**config.mk**
```make
export PLATFORM = sky130hd
export DESIGN_NAME = tmds_channel_encoder_flat
export DESIGN_NICKNAME = d
export VERILOG_FILES = /design/src/rtl/tmds_pkg.sv /design/src/rtl/tmds_channel_encoder_if.sv /design/src/rtl/tmds_popcount8.sv /design/src/rtl/tmds_channel_encoder.sv /design/src/flat_wrapper.sv
export SDC_FILE = /design/constraint.sdc
export NUM_CORES = 1
export LEC_CHECK = 0
export CORE_UTILIZATION = 25
export DETAILED_ROUTE_END_ITERATION = 8
export SLEW_MARGIN = 20
export SYNTH_ARGS = -nofsm -noshare
export SYNTH_HDL_FRONTEND = slang
export SYNTH_SLANG_ARGS = --single-unit
```
**constraint.sdc**
```tcl
create_clock -name pclk -period 16 [get_ports pclk]
set_input_delay 4 -clock pclk [delete_from_list [all_inputs] [get_ports pclk]]
set_output_delay 4 -clock pclk [all_outputs]
set_load 0.05 [all_outputs]
```
**src/rtl/tmds_pkg.sv**
```systemverilog
// Shared TMDS constants: symbol/data/disparity widths and the four control-period tokens.
package tmds_pkg;

   localparam int TMDS_SYM_W  = 10;
   localparam int TMDS_DATA_W = 8;
   localparam int TMDS_CNT_W  = 5;

   localparam logic [TMDS_SYM_W-1:0] CTRL_TOKEN_00 = 10'h354;
   localparam logic [TMDS_SYM_W-1:0] CTRL_TOKEN_01 = 10'h0AB;
   localparam logic [TMDS_SYM_W-1:0] CTRL_TOKEN_10 = 10'h154;
   localparam logic [TMDS_SYM_W-1:0] CTRL_TOKEN_11 = 10'h2AB;

   function automatic logic [TMDS_SYM_W-1:0] ctrl_token(input logic [1:0] c);
      logic [TMDS_SYM_W-1:0] tok;
      case (c)
         2'b00:   tok = CTRL_TOKEN_00;
         2'b01:   tok = CTRL_TOKEN_01;
         2'b10:   tok = CTRL_TOKEN_10;
         default: tok = CTRL_TOKEN_11;
      endcase
      return tok;
   endfunction

endpackage

```
**src/rtl/tmds_channel_encoder_if.sv**
```systemverilog
// Pixel-side inputs and TMDS symbol outputs of one encoder channel.
interface tmds_channel_encoder_if;
   import tmds_pkg::*;

   logic [TMDS_DATA_W-1:0]        din;
   logic                          c0;
   logic                          c1;
   logic                          de;
   logic [TMDS_SYM_W-1:0]         dout;
   logic signed [TMDS_CNT_W-1:0]  disparity;

   modport master (output din, c0, c1, de, input dout, disparity);
   modport slave  (input din, c0, c1, de, output dout, disparity);

endinterface

```
**src/rtl/tmds_popcount8.sv**
```systemverilog
// Combinational ones count of an 8-bit word.
module tmds_popcount8 (
   input  logic [7:0] i_data,
   output logic [3:0] o_count
);

   always_comb begin
      o_count = '0;
      for (int i = 0; i < 8; i++)
         o_count = o_count + {3'b000, i_data[i]};
   end

endmodule

```
**src/rtl/tmds_channel_encoder.sv**
```systemverilog
// TMDS 8b/10b channel encoder: transition minimisation, then DC balance with running disparity.
// Define TMDS_INREG_EN to add an input capture register (latency 3 instead of 2).
module tmds_channel_encoder
   import tmds_pkg::*;
(
   input  logic                  pclk,
   input  logic                  rstin,
   tmds_channel_encoder_if.slave bus
);

   logic [TMDS_DATA_W-1:0]        w_din_s;
   logic                          w_de_s;
   logic [1:0]                    w_c_s;

`ifdef TMDS_INREG_EN
   logic [TMDS_DATA_W-1:0]        r_din_p0;
   logic                          r_de_p0;
   logic [1:0]                    r_c_p0;

   // Input capture stage
   always_ff @(posedge pclk or posedge rstin) begin
      if (rstin) begin
         r_din_p0 <= '0;
         r_de_p0  <= 1'b0;
         r_c_p0   <= 2'b00;
      end else begin
         r_din_p0 <= bus.din;
         r_de_p0  <= bus.de;
         r_c_p0   <= {bus.c1, bus.c0};
      end
   end

   assign w_din_s = r_din_p0;
   assign w_de_s  = r_de_p0;
   assign w_c_s   = r_c_p0;
`else
   assign w_din_s = bus.din;
   assign w_de_s  = bus.de;
   assign w_c_s   = {bus.c1, bus.c0};
`endif

   logic [3:0]                    w_n1d;
   logic                          w_use_xnor;
   logic [8:0]                    w_qm;
   logic [8:0]                    r_qm_p1;
   logic                          r_de_p1;
   logic [1:0]                    r_c_p1;

   tmds_popcount8 u_pop_din (
      .i_data  (w_din_s),
      .o_count (w_n1d)
   );

   assign w_use_xnor = (w_n1d > 4'd4) || ((w_n1d == 4'd4) && !w_din_s[0]);

   always_comb begin
      w_qm    = '0;
      w_qm[0] = w_din_s[0];
      for (int i = 1; i < 8; i++)
         w_qm[i] = w_use_xnor ? ~(w_qm[i-1] ^ w_din_s[i]) : (w_qm[i-1] ^ w_din_s[i]);
      w_qm[8] = ~w_use_xnor;
   end

   // Stage 1: transition-minimised word with its de/control
   always_ff @(posedge pclk or posedge rstin) begin
      if (rstin) begin
         r_qm_p1 <= '0;
         r_de_p1 <= 1'b0;
         r_c_p1  <= 2'b00;
      end else begin
         r_qm_p1 <= w_qm;
         r_de_p1 <= w_de_s;
         r_c_p1  <= w_c_s;
      end
   end

   logic [3:0]                    w_n1q;
   logic [3:0]                    w_n0q;
   logic signed [TMDS_CNT_W-1:0]  w_diff;
   logic [TMDS_SYM_W-1:0]         w_dout_d;
   logic signed [TMDS_CNT_W-1:0]  w_cnt_d;
   logic [TMDS_SYM_W-1:0]         r_dout_p2;
   logic signed [TMDS_CNT_W-1:0]  r_cnt_p2;
   logic                          w_qm8;

   tmds_popcount8 u_pop_qm (
      .i_data  (r_qm_p1[7:0]),
      .o_count (w_n1q)
   );

   assign w_n0q  = 4'd8 - w_n1q;
   assign w_qm8  = r_qm_p1[8];
   assign w_diff = $signed({1'b0, w_n1q}) - $signed({1'b0, w_n0q});

   // Counts stay in 5-bit two's complement; valid encoding keeps |cnt| <= 10.
   always_comb begin
      w_dout_d = '0;
      w_cnt_d  = r_cnt_p2;
      if (!r_de_p1) begin
         w_dout_d = ctrl_token(r_c_p1);
         w_cnt_d  = '0;
      end else if ((r_cnt_p2 == 5'sd0) || (w_n1q == w_n0q)) begin
         w_dout_d = {~w_qm8, w_qm8, w_qm8 ? r_qm_p1[7:0] : ~r_qm_p1[7:0]};
         w_cnt_d  = w_qm8 ? (r_cnt_p2 + w_diff) : (r_cnt_p2 - w_diff);
      end else if (((r_cnt_p2 > 5'sd0) && (w_n1q > w_n0q)) ||
                   ((r_cnt_p2 < 5'sd0) && (w_n0q > w_n1q))) begin
         w_dout_d = {1'b1, w_qm8, ~r_qm_p1[7:0]};
         w_cnt_d  = r_cnt_p2 - w_diff + (w_qm8 ? 5'sd2 : 5'sd0);
      end else begin
         w_dout_d = {1'b0, w_qm8, r_qm_p1[7:0]};
         w_cnt_d  = r_cnt_p2 + w_diff - (w_qm8 ? 5'sd0 : 5'sd2);
      end
   end

   // Stage 2: balanced symbol and running disparity
   always_ff @(posedge pclk or posedge rstin) begin
      if (rstin) begin
         r_dout_p2 <= '0;
         r_cnt_p2  <= '0;
      end else begin
         r_dout_p2 <= w_dout_d;
         r_cnt_p2  <= w_cnt_d;
      end
   end

   assign bus.dout      = r_dout_p2;
   assign bus.disparity = r_cnt_p2;

endmodule

```
**src/flat_wrapper.sv**
```systemverilog
// flat-port wrapper written by rule: the top's interface ports become plain ports
module tmds_channel_encoder_flat import tmds_pkg::*;
  (pclk, rstin, bus_din, bus_c0, bus_c1, bus_de, bus_dout, bus_disparity);
  tmds_channel_encoder_if bus_i ();
  input  logic pclk;
  input  logic rstin;
  input wire logic [$bits(bus_i.din)-1:0] bus_din;
  input wire logic [$bits(bus_i.c0)-1:0] bus_c0;
  input wire logic [$bits(bus_i.c1)-1:0] bus_c1;
  input wire logic [$bits(bus_i.de)-1:0] bus_de;
  output wire logic [$bits(bus_i.dout)-1:0] bus_dout;
  output wire logic [$bits(bus_i.disparity)-1:0] bus_disparity;
  assign bus_i.din = bus_din;
  assign bus_i.c0 = bus_c0;
  assign bus_i.c1 = bus_c1;
  assign bus_i.de = bus_de;
  assign bus_dout = bus_i.dout;
  assign bus_disparity = bus_i.disparity;
  tmds_channel_encoder u_core (.pclk(pclk), .rstin(rstin), .bus(bus_i));
endmodule
```
==> Flow_metrics.wiki, run 1 <==
{| class="wikitable"
! Metric !! Value
|-
| Worst setup margin || 8.60 ns
|-
| Startpoint kind of the worst setup timing path || primary input
|-
| Number of library cell types mapped by synthesis || 45
|-
| RSZ-0062 raised after global routing || no
|-
| Mean area per synthesized cell || 9.90 um^2
|-
| Filler Cells Inserted || 880
|-
| Layout overhead on the synthesized area || 19.8%
|-
| Pre-CTS setup slack || 8.27 ns
|-
| Hold_buf cts || 0
|-
| Count of H-tree levels built during CTS || 1
|-
| Setup skew after layout || 0.00561 ns
|-
| Share of layout cells above drive strength 1 || 4.51%
|-
| TritonCTS clock tree || built
|-
| Die outline width || 94.7 um
|-
| Largest fanout on the critical path || 5
|-
| Total of endpoints with negative setup slack in the final report || 0
|-
| Core box area || 8260 um^2
|-
| Pin slew with the least headroom to its limit || 0.918 ns
|-
| CTS buffer count || 3
|-
| Maximum number of pins on one net before global-route repair || 28
|-
| Std cell rows || 33
|-
| Initial core utilization || 26.0%
|-
| Clock tree sinks || 27
|-
| Antenna Nets Post-Route || 0
|-
| Final nets || 290
|-
| Number of optimization iterations in the first detailed-route pass || 4
|-
| Clock Path Buffers || 2
|-
| Core Util, Final || 31.2%
|-
| Clock insertion delay at the later pin of the skew report || 0.27 ns
|-
| Seq/Total Area, Yosys || 31.5%
|-
| YS warnings || 0
|-
| RePlAce Congestion || 0.785
|-
| Count of buffers from port buffering || 27
|-
| Clock-pin slew on the worst setup and hold paths || 0.10 ns
|-
| Crit path arrival time || 7.56 ns
|-
| Category of the critical setup timing path || in2reg
|-
| Path type of the worst min-delay path || reg2reg
|-
| Gates resized, CTS repair || 0
|-
| Via count of the first global-routing pass || 1570
|-
| Via density per instance || 4.41
|-
| Synth Flop Type || dfrtp_1
|-
| Number of synthesized register bits || 27
|-
| Initial antenna violation count || 0
|-
| Cell Area, Synth || 2150 um^2
|-
| Half-perimeter wire length after placement || 3250 um
|-
| Global-route usage over all layers || 9.49%
|-
| Setup TNS Final || 0 ns
|-
| Max-cap check violation count || 0
|-
| Async S/R FF share, synth || 100%
|-
| First-pass GRT wire length || 6910 um
|-
| Number of hold violations in the final report || 0
|-
| Max Slew Vio Count || 0
|-
| Setup Buffers After CTS || 0
|-
| Highest cell delay on the worst timing path || 0.56 ns
|-
| Vertical extent of the die || 94.7 um
|-
| Worst hold slack after final layout || 0.560 ns
|-
| Path length in cells of the critical path || 12
|-
| Reg area || 676 um^2
|-
| Die ar. || 8970 um^2
|-
| Internal reg-to-reg setup slack || 10.39 ns
|-
| Data required time at the worst endpoint || 16.16 ns
|-
| Net count of the mapped netlist || 262
|-
| Kind of cell with the highest combined delay on the critical path || adder cells
|-
| Outcome || finished clean
|-
| Ratio of final minimum period to clock period || 46.2%
|-
| Critical path capture point || u_core.r_qm_p1[7]
|-
| Global-route congestion overflow total || 0
|-
| Count of cells along the worst register-to-register path || 18
|-
| Number of design-rule violations left by the first detailed-router iteration || 48
|-
| Wirelength per Cell || 11.4 um
|-
| Post-Route WL || 3970 um
|-
| Worst Path Buf+Inv || 3
|-
| Via count of the routed design || 1540
|-
| Number of synthesized flops with an enable pin || 0
|-
| Endpoint of the worst-slack reg-to-reg timing path || u_core.bus.disparity[4]
|-
| Number of instances in the synthesized netlist || 217
|-
| Worst slew margin relative to its limit || 38.4%
|-
| Chain of cells forming the critical path || clkdlybuf4s50_1 -> fa_1 -> inv_1 -> fa_1 -> fa_1 -> inv_1 -> ha_1 -> fa_1 -> nor3b_1 -> o22ai_1 -> xnor2_1 -> xnor2_1
|-
| Crit path top cell by count || fa_1
|-
| Buffer type at the clock tree root || clkbuf_8
|-
| Crit-path slowest cell || fa_1
|-
| DRC violations left || 0
|-
| Category of the worst setup path capture point || flop
|-
| Highest clock rate || 0.135 GHz
|-
| Count of inserted antenna diode cells || 0
|-
| Number of top-level pins || 28
|-
| Launch instance of the worst register-to-register path || u_core.r_qm_p1[0]
|-
| Hold-critical path depth || 1
|-
| Crit path time final || 7.40 ns
|-
| Area occupied by multi-input gates || 1300 um^2
|-
| Crit path launch || bus_din[0]
|}
worst min-delay path by stage:
stage / endpoint / startpoint
6_report: u_core.bus.dout[8] / u_core.r_de_p1
3_5_place_dp: u_core.bus.dout[8] / u_core.r_de_p1
5_1_grt: u_core.bus.dout[8] / u_core.r_de_p1
2_1_floorplan: u_core.bus.dout[8] / u_core.r_de_p1
3_3_place_gp: u_core.bus.dout[8] / u_core.r_de_p1
4_1_cts: u_core.bus.dout[8] / u_core.r_de_p1
worst reg2reg max path, stage by stage, from the launching register on:
cell	delay [ns]
dfrtp_1	0.39
inv_1	0.07
fa_1	0.55
fa_1	0.43
fa_1	0.49
inv_1	0.04
ha_1	0.20
fa_1	0.55
or2_2	0.38
ha_1	0.41
a21oi_1	0.10
o22ai_1	0.24
ha_1	0.35
a32oi_1	0.40
nor2_1	0.16
xnor2_1	0.25
o211ai_1	0.11
a211oi_1	0.25
o22ai_1	0.11
per-layer routing:
layer | vias up | GRT usage (%) | wire, um
met1 | 724 | 12.4 | 1880
met3 | 4 | 2.09 | 166
met2 | 39 | 16.4 | 1900
li1 | 773 | - | -
met5 | - | 0 | 0
met4 | 0 | 1.14 | 31
logic make-up (layout without fill, tap and decap cells):
logic type	Yosys count	in the layout	share of synthesized area (%)
buffers and inverters	42	69	7.86
muxes	4	4	1.86
AOI/OAI and AO/OA	46	46	14.2
DFF	27	27	31.5
xor gates and xnor gates	29	29	13.2
adders and majority gates	32	32	21.8
and+or+nand+nor	37	37	9.67
layout make-up:
class	count	area share, %
Clock buffer	3	1.60
Clock inverter	1	0.340
Inverter	38	5.54
Multi-Input combinational cell	148	50.7
Sequential cell	27	26.3
Tap cell	105	5.10
Timing Repair Buffer	27	10.5
state kept, by name, summed over array words and instances, names as in the netlist:
| register | flops |
|---|---|
| u_core.r_qm_p1 | 9 |
| u_core.bus.dout | 10 |
| u_core.r_de_p1 | 1 |
| u_core.bus.disparity | 5 |
| u_core.r_c_p1 | 2 |
cells in the final DEF (no fill, tap or decap), drive strengths merged, types with 3 or more instances in the layout:
cell,instances
a211o,3
a21o,3
a21oi,11
clkbuf,3
clkdlybuf4s50,27
dfrtp,27
fa,9
ha,23
inv,38
mux2i,4
nand2,5
nand2b,3
nor2,9
nor2b,3
nor3b,3
o21ai,15
o22ai,4
xnor2,21
xor2,7
cell usage after synthesis (2+ instances only):
cell	instances	area share, %
nor2b_1	3	0.87
fa_1	9	8.4
clkbuf_1	2	0.35
or3_1	2	0.58
nand2_1	5	0.87
xor2_1	6	2.4
o22ai_1	3	0.87
o211ai_1	2	0.70
mux2i_1	4	1.9
and2_1	2	0.58
a21oi_1	11	2.6
nand2b_1	3	0.87
inv_1	38	6.6
nor3_1	2	0.47
o21ai_0	14	3.3
ha_1	23	13
xnor2_1	20	8.2
nor2_1	9	1.6
a21o_1	3	1.0
dfrtp_1	27	31
a211o_1	3	1.2
nand4_1	2	0.58
nor3b_1	2	0.70
per-stage QoR:
stage | area, um^2 | cells
5_1_grt | 2570 | 349
3_5_place_dp | 2520 | 345
6_report | 2570 | 349
3_3_place_gp | 2520 | 345
4_1_cts | 2570 | 349
2_1_floorplan | 2150 | 217
Power of run 1 is not shown: default switching activity piles up to over one toggle a cycle in this logic, so the estimate is an artifact.
==> run 2, diff against run 1 <==
==> constraint.sdc (replaced) <==
create_clock -name pclk -period 7.2 [get_ports pclk]
set_input_delay 1.8 -clock pclk [delete_from_list [all_inputs] [get_ports pclk]]
set_output_delay 1.8 -clock pclk [all_outputs]
set_load 0.05 [all_outputs]
==> run 2 against run 1 <==
Clock skew shrank 0.0015 ns; die area is the same; final cell count is the same; core utilization is essentially flat; setup slack lost 6.9 ns; sequential share of layout area is essentially flat; critical path type is now reg2reg.
==> Flow_metrics.wiki, run 2 (same netlist as run 1, synthesis figures left out) <==
{| class="wikitable"
! Metric !! Value
|-
| Outcome || finished clean
|-
| RePlAce Congestion || 0.827
|-
| TritonCTS clock tree || built
|-
| Setup Buffers After CTS || 0
|-
| Category of the critical setup timing path || reg2reg
|-
| Via density per instance || 4.46
|-
| Pre-CTS setup slack || 1.62 ns
|-
| Largest fanout on the critical path || 7
|-
| Number of design-rule violations left by the first detailed-router iteration || 78
|-
| Antenna Nets Post-Route || 0
|-
| Number of top-level pins || 28
|-
| Worst Path Buf+Inv || 2
|-
| Global-route congestion overflow total || 0
|-
| Data required time at the worst endpoint || 7.40 ns
|-
| Maximum number of pins on one net before global-route repair || 28
|-
| Flip-flop count of the largest register after layout || 10
|-
| CTS buffer count || 3
|-
| Clock-pin slew on the worst setup and hold paths || 0.09 ns
|-
| Ratio of final minimum period to clock period || 77.0%
|-
| Clock tree sinks || 27
|-
| Buffer type at the clock tree root || clkbuf_8
|-
| Crit path arrival time || 5.74 ns
|-
| RSZ-0062 raised after global routing || no
|-
| Gates resized, CTS repair || 0
|-
| Count of inserted antenna diode cells || 0
|-
| Die ar. || 8970 um^2
|-
| Initial antenna violation count || 0
|-
| Filler Cells Inserted || 871
|-
| Crit path time final || 5.54 ns
|-
| DRC violations left || 0
|-
| Count of buffers from port buffering || 27
|-
| Kind of cell with the highest combined delay on the critical path || adder cells
|-
| Pin slew with the least headroom to its limit || 0.587 ns
|-
| Clock Path Buffers || 2
|-
| Share of layout cells above drive strength 1 || 4.92%
|-
| Initial core utilization || 26.0%
|-
| Die outline width || 94.7 um
|-
| Chain of cells forming the critical path || inv_1 -> fa_1 -> fa_1 -> fa_1 -> inv_1 -> ha_1 -> fa_1 -> or2_2 -> ha_1 -> a21oi_1 -> o22ai_1 -> ha_1 -> nor3_1 -> a211o_1 -> mux2i_1 -> xnor3_1 -> a21o_1 -> a31o_1 -> o22ai_1
|-
| Startpoint kind of the worst setup timing path || flop
|-
| Via count of the routed design || 1558
|-
| Crit-path slowest cell || fa_1
|-
| Via count of the first global-routing pass || 1561
|-
| Setup skew after layout || 0.00408 ns
|-
| First-pass GRT wire length || 7240 um
|-
| Most frequent standard cell in the layout excluding fill and tap cells || inv_1
|-
| Post-Route WL || 4150 um
|-
| Max Slew Vio Count || 0
|-
| Vertical extent of the die || 94.7 um
|-
| Number of optimization iterations in the first detailed-route pass || 4
|-
| Hold_buf cts || 0
|-
| Total of endpoints with negative setup slack in the final report || 0
|-
| Global-route usage over all layers || 10.2%
|-
| Max-cap check violation count || 0
|-
| Worst setup margin || 1.66 ns
|-
| Number of hold violations in the final report || 0
|-
| Crit path top cell by count || fa_1
|-
| Setup TNS Final || 0 ns
|-
| Final nets || 290
|-
| Worst slew margin relative to its limit || 60.8%
|-
| Highest cell delay on the worst timing path || 0.56 ns
|-
| Std cell rows || 33
|-
| Wirelength per Cell || 11.9 um
|-
| Most used cells in the layout excluding fill and tap cells || inv_1, clkdlybuf4s50_1, dfrtp_1, ha_1, xnor2_1
|-
| Category of the worst setup path capture point || flop
|-
| Highest clock rate || 0.180 GHz
|-
| Clock insertion delay at the later pin of the skew report || 0.27 ns
|-
| Layout overhead on the synthesized area || 19.7%
|-
| Count of H-tree levels built during CTS || 1
|-
| Core box area || 8260 um^2
|-
| Half-perimeter wire length after placement || 3400 um
|-
| Path type of the worst min-delay path || reg2reg
|}
run 2: cell types whose count changed in the layout (fill, tap and decap cells not counted), sizes merged:
cell | previous run | this run
clkinv | 1 | 0
clkinvlp | 0 | 1
run 2: layout make-up:
type                            count  area [um^2]  area share, %
Multi-Input combinational cell    148         1300           50.7
Sequential cell                    27          676           26.3
Timing Repair Buffer               27          270           10.5
Inverter                           38          143           5.54
Tap cell                          105          131           5.11
Clock buffer                        3         41.3           1.61
Clock inverter                      1         7.51          0.292
run 2: per-layer routing:
| metal | vias up | wire (um) | global-route usage [%] |
|---|---|---|---|
| li1 | 773 | - | - |
| met1 | 756 | 1940 | 13.3 |
| met2 | 27 | 2060 | 17.9 |
| met3 | 2 | 140 | 2.01 |
| met4 | 0 | 6 | 0.758 |
| met5 | - | 0 | 0 |
run 2: worst register-to-register path, delay by kind of cell (launching register included):
family | cells | cell delay [ns]
fa+ha+maj | 7 | 3.01
compound gates | 6 | 1.12
simple gates | 2 | 0.45
flops | 1 | 0.37
xor+xnor | 1 | 0.23
mux | 1 | 0.19
buf+inv | 2 | 0.10
run 2: through the flow:
step,util (%),instances,hold slack [ns],cell area [um^2]
2_1_floorplan,-,217,0.475,2150
3_3_place_gp,30.6,345,0.542,2520
3_5_place_dp,30.6,345,0.540,2520
4_1_cts,31.2,349,0.561,2570
5_1_grt,31.2,349,0.586,2570
6_report,31.2,349,0.548,2570
run 2: worst paths after layout:
| check | start | endpoint | slack, ns | cells after the start |
|---|---|---|---|---|
| setup / recovery | u_core.r_qm_p1[0] | u_core.bus.disparity[4] | 1.66 | 19 |
| hold / removal | u_core.r_de_p1 | u_core.bus.dout[8] | 0.55 | 1 |
| setup reg to reg | u_core.r_qm_p1[0] | u_core.bus.disparity[4] | 1.66 | 19 |
| hold reg to reg | u_core.r_de_p1 | u_core.bus.dout[8] | 0.55 | 1 |
| max in group asynchronous | rstin | u_core.bus.dout[2] | 4.93 | 2 |
| min in group asynchronous | rstin | u_core.bus.dout[5] | 1.90 | 2 |
Power of run 2 is left out for the same reason.
